`config.mk`:
```
export PLATFORM = sky130hd
export DESIGN_NAME = timer_multicanal_flat
export DESIGN_NICKNAME = d
export VERILOG_FILES = /design/src/rtl/timer_pkg.sv /design/src/rtl/timer_multicanal_if.sv /design/src/rtl/timer_canal.sv /design/src/rtl/timer_multicanal.sv /design/src/flat_wrapper.sv
export SDC_FILE = /design/constraint.sdc
export NUM_CORES = 1
export LEC_CHECK = 0
export ABC_AREA = 1
export CAP_MARGIN = 20
export CORE_MARGIN = 3
export CORE_UTILIZATION = 40
export CTS_BUF_LIST = sky130_fd_sc_hd__clkbuf_2 sky130_fd_sc_hd__clkbuf_4 sky130_fd_sc_hd__clkbuf_8
export DETAILED_ROUTE_END_ITERATION = 10
export GPL_TIMING_DRIVEN = 0
export PLACE_DENSITY = 0.59
export RECOVER_POWER = 100
export SYNTH_ARGS = -nofsm -noshare
export SYNTH_HDL_FRONTEND = slang
export SYNTH_SLANG_ARGS = --single-unit
```
`constraint.sdc`:
```
create_clock -name clk -period 4.97 [get_ports clk]
set_input_delay 0.994 -clock clk [delete_from_list [all_inputs] [get_ports clk]]
set_output_delay 0.994 -clock clk [all_outputs]
set_load 0.02 [all_outputs]
```
`src/rtl/timer_pkg.sv`:
```
// Shared definitions for the multi-channel timer: mode encodings and default widths.
package timer_pkg;

    localparam int DEF_N_CH  = 4;
    localparam int DEF_CNT_W = 16;
    localparam int DEF_IRQ_W = 8;

    typedef enum logic [1:0] {
        MODO_OFF       = 2'b00,
        MODO_ONESHOT   = 2'b01,
        MODO_PERIODICO = 2'b10,
        MODO_RESERVADO = 2'b11
    } modo_t;

    // Index width for n items, never narrower than one bit.
    function automatic int idx_w(input int n);
        return (n > 1) ? $clog2(n) : 1;
    endfunction

endpackage

```
`src/rtl/timer_multicanal_if.sv`:
```
// Configuration and interrupt bus between the cpu (master) and the timer block (slave).
interface timer_multicanal_if #(
    parameter int N_CH  = timer_pkg::DEF_N_CH,
    parameter int CNT_W = timer_pkg::DEF_CNT_W,
    parameter int IRQ_W = timer_pkg::DEF_IRQ_W
);
    import timer_pkg::*;

    localparam int CH_W = idx_w(N_CH);
    localparam int ID_W = idx_w(IRQ_W);

    logic             cfg_we;
    logic [CH_W-1:0]  cfg_ch;
    logic [1:0]       cfg_modo;
    logic [CNT_W-1:0] cfg_periodo;
    logic [IRQ_W-1:0] ack;
    logic [IRQ_W-1:0] interrupcion;
    logic             irq_valid;
    logic [ID_W-1:0]  irq_id;

    modport master (
        output cfg_we, cfg_ch, cfg_modo, cfg_periodo, ack,
        input  interrupcion, irq_valid, irq_id
    );

    modport slave (
        input  cfg_we, cfg_ch, cfg_modo, cfg_periodo, ack,
        output interrupcion, irq_valid, irq_id
    );

endinterface

```
`src/rtl/timer_canal.sv`:
```
// One timer channel: mode/period registers, free-running counter and a sticky pending flag.
module timer_canal
    import timer_pkg::*;
#(
    parameter int CNT_W = DEF_CNT_W
) (
    input  logic             clk,
    input  logic             reset,
    input  logic             we,
    input  logic [1:0]       modo_cfg,
    input  logic [CNT_W-1:0] periodo_cfg,
    input  logic             ack,
    output logic             pending
);

    modo_t            modo;
    logic [CNT_W-1:0] periodo;
    logic [CNT_W-1:0] cnt;
    logic             pend;
    logic             enabled;
    logic             evento;

    assign enabled = ((modo == MODO_ONESHOT) || (modo == MODO_PERIODICO)) && (periodo != '0);
    // A write restarts the count, so it can never coincide with an event.
    assign evento  = enabled && !we && (cnt == (periodo - CNT_W'(1)));

    always_ff @(posedge clk) begin
        if (reset) begin
            modo    <= MODO_OFF;
            periodo <= '0;
            cnt     <= '0;
            pend    <= 1'b0;
        end else begin
            pend <= (pend & ~ack) | evento;
            if (we) begin
                modo    <= modo_t'(modo_cfg);
                periodo <= periodo_cfg;
                cnt     <= '0;
            end else if (evento) begin
                cnt <= '0;
                if (modo == MODO_ONESHOT) begin
                    modo <= MODO_OFF;
                end
            end else if (enabled) begin
                cnt <= cnt + CNT_W'(1);
            end else begin
                cnt <= '0;
            end
        end
    end

    assign pending = pend;

endmodule

```
`src/rtl/timer_multicanal.sv`:
```
// Multi-channel timer: N_CH independent channels feeding a level interrupt vector and a priority encoder.
module timer_multicanal
    import timer_pkg::*;
#(
    parameter int N_CH  = DEF_N_CH,
    parameter int CNT_W = DEF_CNT_W,
    parameter int IRQ_W = DEF_IRQ_W
) (
    input  logic                clk,
    input  logic                reset,
    timer_multicanal_if.slave   bus
);

    localparam int CH_W = idx_w(N_CH);
    localparam int ID_W = idx_w(IRQ_W);

    logic [N_CH-1:0]  pend;
    logic [IRQ_W-1:0] irq_vec;
    logic [ID_W-1:0]  id;

    // Out-of-range channel numbers match no instance, so such writes vanish.
    for (genvar i = 0; i < N_CH; i++) begin : g_canal
        timer_canal #(
            .CNT_W(CNT_W)
        ) u_canal (
            .clk        (clk),
            .reset      (reset),
            .we         (bus.cfg_we && (bus.cfg_ch == CH_W'(i))),
            .modo_cfg   (bus.cfg_modo),
            .periodo_cfg(bus.cfg_periodo),
            .ack        (bus.ack[i]),
            .pending    (pend[i])
        );
    end

    if (IRQ_W > N_CH) begin : g_pad
        logic unused_ack;
        assign irq_vec    = {{(IRQ_W-N_CH){1'b0}}, pend};
        assign unused_ack = ^bus.ack[IRQ_W-1:N_CH];
    end else begin : g_nopad
        assign irq_vec = pend;
    end

    // Scan from the top so the lowest pending line wins.
    always_comb begin
        id = '0;
        for (int i = IRQ_W - 1; i >= 0; i--) begin
            if (irq_vec[i]) begin
                id = ID_W'(i);
            end
        end
    end

    assign bus.interrupcion = irq_vec;
    assign bus.irq_valid    = |irq_vec;
    assign bus.irq_id       = id;

endmodule
```
`src/flat_wrapper.sv`:
```
// flat-port wrapper written by rule: the top's interface ports become plain ports
module timer_multicanal_flat import timer_pkg::*;
#(
    parameter int N_CH  = DEF_N_CH,
    parameter int CNT_W = DEF_CNT_W,
    parameter int IRQ_W = DEF_IRQ_W
)
  (clk, reset, bus_cfg_we, bus_cfg_ch, bus_cfg_modo, bus_cfg_periodo, bus_ack, bus_interrupcion, bus_irq_valid, bus_irq_id);
  timer_multicanal_if #(.N_CH(N_CH), .CNT_W(CNT_W), .IRQ_W(IRQ_W)) bus_i ();
  input  logic clk;
  input  logic reset;
  input wire logic [$bits(bus_i.cfg_we)-1:0] bus_cfg_we;
  input wire logic [$bits(bus_i.cfg_ch)-1:0] bus_cfg_ch;
  input wire logic [$bits(bus_i.cfg_modo)-1:0] bus_cfg_modo;
  input wire logic [$bits(bus_i.cfg_periodo)-1:0] bus_cfg_periodo;
  input wire logic [$bits(bus_i.ack)-1:0] bus_ack;
  output wire logic [$bits(bus_i.interrupcion)-1:0] bus_interrupcion;
  output wire logic [$bits(bus_i.irq_valid)-1:0] bus_irq_valid;
  output wire logic [$bits(bus_i.irq_id)-1:0] bus_irq_id;
  assign bus_i.cfg_we = bus_cfg_we;
  assign bus_i.cfg_ch = bus_cfg_ch;
  assign bus_i.cfg_modo = bus_cfg_modo;
  assign bus_i.cfg_periodo = bus_cfg_periodo;
  assign bus_i.ack = bus_ack;
  assign bus_interrupcion = bus_i.interrupcion;
  assign bus_irq_valid = bus_i.irq_valid;
  assign bus_irq_id = bus_i.irq_id;
  timer_multicanal #(.N_CH(N_CH), .CNT_W(CNT_W), .IRQ_W(IRQ_W)) u_core (.clk(clk), .reset(reset), .bus(bus_i));
endmodule
```
==> implementation parameters, run 1 <==
Parameter                              Value

Critical path
  Critical setup path kind    in2reg
  Max stage delay cell, worst path    dlygate4sd3_1
  Critical Path Max Stage Delay    640 ps
  Highest fanout seen on the critical path    10
  Buffers plus inverters on the worst setup path    2
  Required arrival time at the worst endpoint    around 5400 ps
  Worst path arrival time    3640 ps
  Cell breakdown of the critical path    dlygate4sd3_1, nand2_1, nor2_1, nor3_1, nand2_1, nor2_1, nand2_1, nor2_1, nand2_1, nand4_1, clkbuf_1, nor2_2
  Kind of capture point of the worst setup path    register
  Kind of cell with the highest combined delay on the critical path    simple AND/OR/NAND/NOR gates
  Dominant cell type by count on the critical path    nand2_1
  Type of origin of the critical path    primary input

Die
  # IOs    43
  DIE AREA    roughly 22000 sq um
  Die W    148 um
  Vertical die dimension    approximately 150 um
  Initial Utilization    41.2%
  Placement row count    51
  Placeable core area    19700 sq um

Detailed routing
  First drt pass iteration count    5
  Number of antenna-violating nets in the routed design    0
  Routed length per placed instance    around 13 um
  Average via count per standard cell    between 4 and 5
  Starting DRT DRC Count    469
  Final routed wirelength across all metal layers    approximately 20000 um
  Vias after detailed routing    between 7000 and 8000
  DRC violation count after routing    0

Timing
  Hold Violations, Final    0
  Setup repair after global routing missed its margin    no
  Sum of negative setup slack    0 ps
  Slew at the pin closest to its max-slew limit    ~640 ps
  Part of the cycle the worst path needs    ~65%
  Worst Skew    14.7 ps
  Max-slew violation count    0
  Slew margin rel.    between 50% and 60%
  Min cycle time layout    3250 ps
  Final Setup Violations    0
  Highest achievable clock rate    307 MHz

Flow run
  Max Cap Viol    0

Power
  Final Total Pwr    between 2000 and 3000 uW
  Internal power    approximately 1900 uW
  Proportion of power drawn by flip-flops and latches    44.9%
  Switching portion of total power    28.9%
  Comb power frac    17.5%
  Net Switching    763 uW
  Clk pwr share    between 30 and 40%
  Worst voltage drop across the vdd grid    between 0.15 and 0.2 mV
  Static leakage    0.00387 uW
  Total power per unit cell area    290 nW/um^2

Clock tree
  Number of H-tree levels    4
  Post-cts resize count    0
  Clock tree root buffer cell    clkbuf_8
  Cts-stage hold buffer count    0
  Clock latency on the worst-skew pair    460 ps
  TritonCTS clock tree    yes
  Clock-pin slew reported for the worst setup and hold paths after clock tree synthesis    around 80 ps
  Sinks on the clock net    140
  Total setup buffers inserted after CTS    0
  Buffer levels on the longest clock path    2
  Cts bufs inserted    17

Layout
  Layout filler cell count    around 2000
  Post-layout util    46.2%
  Finished layout cell area    approximately 9000 sq um
  Layout cells sized above 1    under 10%
  NumNets Final    between 1000 and 1500
  Ant diodes    0
  Most common cell after layout, fill and taps aside    nand2_1
  Most frequent cells in the layout    235 x nand2_1, 224 x nor2_1, 140 x dfxtp_1
  Synthesis-to-layout area growth    12.2%

Global routing
  Antenna violations before repair    0
  Wire length of the first global-routing pass    33500 um
  Largest net degree at the start of global routing    17
  Overflow left after global routing    0
  Overall track demand over capacity in global routing    about a fifth
  Via count of the first global-routing pass    6839

Place
  IO Port Bufs    33
  Post-placement cell area    8790 sq um
  Post-DP HPWL    15700 um
  Gp weighted congestion    0.840

Synthesis
  Count of mapped cells out of synthesis    1182
  Netlist area before placement    8110 sq um
  Flip-flop and latch count after synthesis    140
  Number of warnings printed during yosys synthesis    0
  Share of the synthesized area in the top cell type    34.5%
  Library cell with the largest summed area after synthesis    dfxtp_1
  Top cells by area, synth    dfxtp_1 35%, nand2_1 11%, nor2_1 10%
  Unique masters post-synth    40
  Syn_area_per_cell    between 6 and 7 sq um
  Sequential cell area fraction in the yosys report    about a third

Worst hold path
  Worst min path class    reg2reg

Status
  Result of the run    finished, final reports clean
-- state kept, by name, indices dropped and copies added, names as in the netlist --
register and flops:
u_core.g_canal.u_canal.periodo 64, u_core.g_canal.u_canal.pending 4, u_core.g_canal.u_canal.modo 8, u_core.g_canal.u_canal.cnt 64
-- power groups by stage --
stage	combinational [uW]	clock, uW	sequential [uW]
final	461	993	1190
after floorplan	351	0	1200
after detailed placement	464	0	1210
after global placement	461	0	1210
after global routing	529	1060	1190
after CTS	468	1020	1190
-- path summary, 6_finish.rpt --
path / slack, ps / startpoint / depth (start not counted) / endpoint
max: 1720 / bus_cfg_ch[1] / 12 / u_core.g_canal[3].u_canal.cnt[15]
min reg2reg: 480 / u_core.g_canal[0].u_canal.cnt[0] / 1 / u_core.g_canal[0].u_canal.cnt[0]
min: 480 / u_core.g_canal[0].u_canal.cnt[0] / 1 / u_core.g_canal[0].u_canal.cnt[0]
max reg2reg: 2250 / u_core.g_canal[3].u_canal.periodo[0] / 14 / u_core.g_canal[3].u_canal.cnt[2]
-- cells in the mapped netlist (all sizes together) --
| library cell | instances |
|---|---|
| a21o | 1 |
| a21oi | 60 |
| and2 | 1 |
| and3 | 1 |
| buf | 14 |
| clkbuf | 21 |
| conb | 1 |
| dfxtp | 140 |
| ha | 12 |
| inv | 128 |
| nand2 | 241 |
| nand3 | 65 |
| nand3b | 13 |
| nand4 | 20 |
| nor2 | 243 |
| nor3 | 29 |
| nor3b | 4 |
| nor4 | 6 |
| o21ai | 67 |
| o21bai | 1 |
| o31ai | 1 |
| or2 | 8 |
| xnor2 | 42 |
| xor2 | 63 |
-- cell families after synthesis --
logic type,after synthesis,share of synthesized area (%)
AO/OA/AOI/OAI,130,8.25
XOR/XNOR,105,11.3
adder cells (fa/ha/maj),12,1.85
buffers and inverters,163,8.37
flip-flops,140,34.5
other,1,0.0462
AND/OR/NAND/NOR,631,35.6
-- routing by layer --
| layer | track usage, % | up-vias | routed length, um |
|---|---|---|---|
| li1 | - | 3848 | - |
| met1 | 25.7 | 3278 | 9990 |
| met2 | 30.6 | 127 | 9200 |
| met3 | 3.20 | 28 | 716 |
| met4 | 5.31 | 0 | 332 |
| met5 | 0 | - | 0 |
-- cell type report --
type / instances / area, sq um / share of cell area [%]
Clock inverter: 7 / 113 / 1.24
Inverter: 128 / 480 / 5.28
Multi-Input combinational cell: 883 / 4580 / 50.3
Buffer: 35 / 165 / 1.81
Tap cell: 265 / 332 / 3.64
Clock buffer: 25 / 307 / 3.37
Sequential cell: 140 / 2800 / 30.8
Timing Repair Buffer: 33 / 330 / 3.63
-- metrics by stage --
| stage | hold WS, ps | std cells | worst slack [ps] |
|---|---|---|---|
| 6_report | 481 | 1516 | 1720 |
| 5_1_grt | 511 | 1516 | 1460 |
| 4_1_cts | 485 | 1516 | 2260 |
| 3_5_place_dp | 467 | 1484 | 1780 |
| 3_3_place_gp | 461 | 1484 | 1790 |
| 2_1_floorplan | 441 | 1186 | 2830 |
Power figures use the tool's default switching activity.
==> run 2, diff against run 1 <==
==> constraint.sdc (replaced) <==
create_clock -name clk -period 3.25 [get_ports clk]
set_input_delay 0.65 -clock clk [delete_from_list [all_inputs] [get_ports clk]]
set_output_delay 0.65 -clock clk [all_outputs]
set_load 0.02 [all_outputs]
==> implementation parameters, run 2 (synthesis results as in run 1) <==
Parameter                              Value

Critical path
  Critical Path Max Stage Delay    about 640 ps
  Max stage delay cell, worst path    dlygate4sd3_1
  Kind of capture point of the worst setup path    register
  Highest fanout seen on the critical path    10
  Flop-to-flop setup slack    between 700 and 800 ps
  Worst R2R Start    u_core.g_canal[2].u_canal.periodo[0]
  Worst path arrival time    3100 ps
  Type of origin of the critical path    primary input
  Capture point of the worst reg-to-reg path    u_core.g_canal[2].u_canal.cnt[12]
  Cell breakdown of the critical path    dlygate4sd3_1, nand2_1, nor2_1, nor3_1, nand4_1, nor2_1, nand3_1, nand4_1, buf_6, a21oi_1
  Critical setup path kind    in2reg
  Required arrival time at the worst endpoint    3630 ps
  Cell count of the worst reg-to-reg path    13

Die
  Die W    148 um
  DIE AREA    22000 sq um
  Placeable core area    19700 sq um
  Initial Utilization    41.2%
  # IOs    43
  Placement row count    just over 50
  Vertical die dimension    148 um

Detailed routing
  Average via count per standard cell    between 4 and 5
  Vias after detailed routing    about 7300
  Final routed wirelength across all metal layers    a little over 20000 um
  Starting DRT DRC Count    approximately 500
  DRC violation count after routing    0
  Number of antenna-violating nets in the routed design    0
  Routed length per placed instance    13.3 um
  First drt pass iteration count    5

Power
  Static leakage    0.00389 uW
  Worst voltage drop across the vdd grid    0.269 mV
  Total power per unit cell area    around 440 nW/um^2

Layout
  Most common cell after layout, fill and taps aside    nand2_1
  Most frequent cells in the layout    235 x nand2_1, 231 x nor2_1, 140 x dfxtp_1
  Post-layout util    roughly 46%
  Ant diodes    0
  Largest registers    u_core.g_canal.u_canal.cnt x64, u_core.g_canal.u_canal.periodo x64, u_core.g_canal.u_canal.modo x8
  NumNets Final    roughly 1300
  Layout cells sized above 1    6.71%
  Synthesis-to-layout area growth    12.3%

Worst hold path
  Number of cells on the worst hold path    1
  WHS Endpoint    u_core.g_canal[0].u_canal.cnt[0]
  Worst min path class    reg2reg
  Hold path startpoint    u_core.g_canal[0].u_canal.cnt[0]

Flow run
  Max Cap Viol    0

Timing
  Setup repair after global routing missed its margin    no
  Highest achievable clock rate    between 300 and 400 MHz
  Worst Skew    13.6 ps
  Max-slew violation count    0
  Final Setup Violations    0
  Sum of negative setup slack    0 ps
  Part of the cycle the worst path needs    83.6%
  Hold Violations, Final    0
  Slew margin rel.    62.0%
  Min cycle time layout    2720 ps
  Slew at the pin closest to its max-slew limit    between 500 and 600 ps

Global routing
  Via count of the first global-routing pass    6839
  Antenna violations before repair    0
  Wire length of the first global-routing pass    33500 um
  Overall track demand over capacity in global routing    18.8%
  Largest net degree at the start of global routing    17
  Overflow left after global routing    0

Place
  IO Port Bufs    33
  Post-DP HPWL    15700 um
  Gp weighted congestion    0.840

Clock tree
  Total setup buffers inserted after CTS    0
  Clock latency on the worst-skew pair    approximately 460 ps
  Post-cts resize count    0
  TritonCTS clock tree    yes
  Clock tree root buffer cell    clkbuf_8
  Buffer levels on the longest clock path    2
  Clock-pin slew reported for the worst setup and hold paths after clock tree synthesis    about 80 ps
  Sinks on the clock net    140
  Number of H-tree levels    4
  Cts bufs inserted    17
  Cts-stage hold buffer count    0

Status
  Result of the run    finished, final reports clean
run 2: cell count changes in the layout (fill, tap and decap cells not counted), moves of 3 or more:
cell / change
clkbuf_1: -4
nor2_2: -7
nor2_1: +7
buf_6: +3
run 2: power breakdown:
part | internal [uW] | total [uW] | leakage (uW) | switching [uW]
sequential | 1760 | 1820 | 0.00114 | 54.6
clock | 848 | 1520 | 0.000218 | 671
combinational | 265 | 705 | 0.00254 | 440
total | 2870 | 4040 | 0.00389 | 1170
run 2: area by class of cell:
| cell class | instances | area, sq um |
|---|---|---|
| Fill cell | 2045 | 10600 |
| Multi-Input combinational cell | 883 | 4550 |
| Sequential cell | 140 | 2800 |
| Inverter | 128 | 480 |
| Tap cell | 265 | 332 |
| Timing Repair Buffer | 33 | 330 |
| Clock buffer | 25 | 307 |
| Buffer | 35 | 199 |
| Clock inverter | 7 | 113 |
run 2: worst max path at each step:
stage	slack, ps	end	start	cells after the start
final	530	u_core.g_canal[2].u_canal.cnt[12]	bus_cfg_ch[1]	10
after global placement	410	u_core.g_canal[0].u_canal.cnt[15]	bus_cfg_ch[0]	13
after floorplan	1390	u_core.g_canal[2].u_canal.cnt[15]	u_core.g_canal[2].u_canal.periodo[0]	11
after detailed placement	400	u_core.g_canal[3].u_canal.cnt[15]	bus_cfg_ch[1]	12
after CTS	880	u_core.g_canal[3].u_canal.cnt[15]	bus_cfg_ch[1]	12
after global routing	350	u_core.g_canal[3].u_canal.cnt[3]	bus_cfg_ch[1]	12
run 2: routing by layer:
layer / vias up / GRT usage, % / wire [um]
met5: - / 0 / 0
met4: 0 / 5.31 / 337
met3: 28 / 3.20 / 717
met2: 119 / 30.6 / 9170
met1: 3313 / 25.7 / 9980
li1: 3845 / - / -
run 2: metrics by stage:
stage	total power, uW	cells	worst slack (ps)	area, sq um	hold slack [ps]
floorplan	2370	1186	1390	8130	441
global placement	2560	1484	409	8790	461
detailed placement	2560	1484	403	8790	467
CTS	4090	1516	883	9210	485
global route	4250	1516	349	9110	511
finish	4040	1516	532	9110	482
run 2: worst max-delay path: cells and delay by family:
family / cells / cell delay [ps]
AOI/OAI and AO/OA: 1 / 120
and+or+nand+nor: 7 / 1410
buffers and inverters: 2 / 920
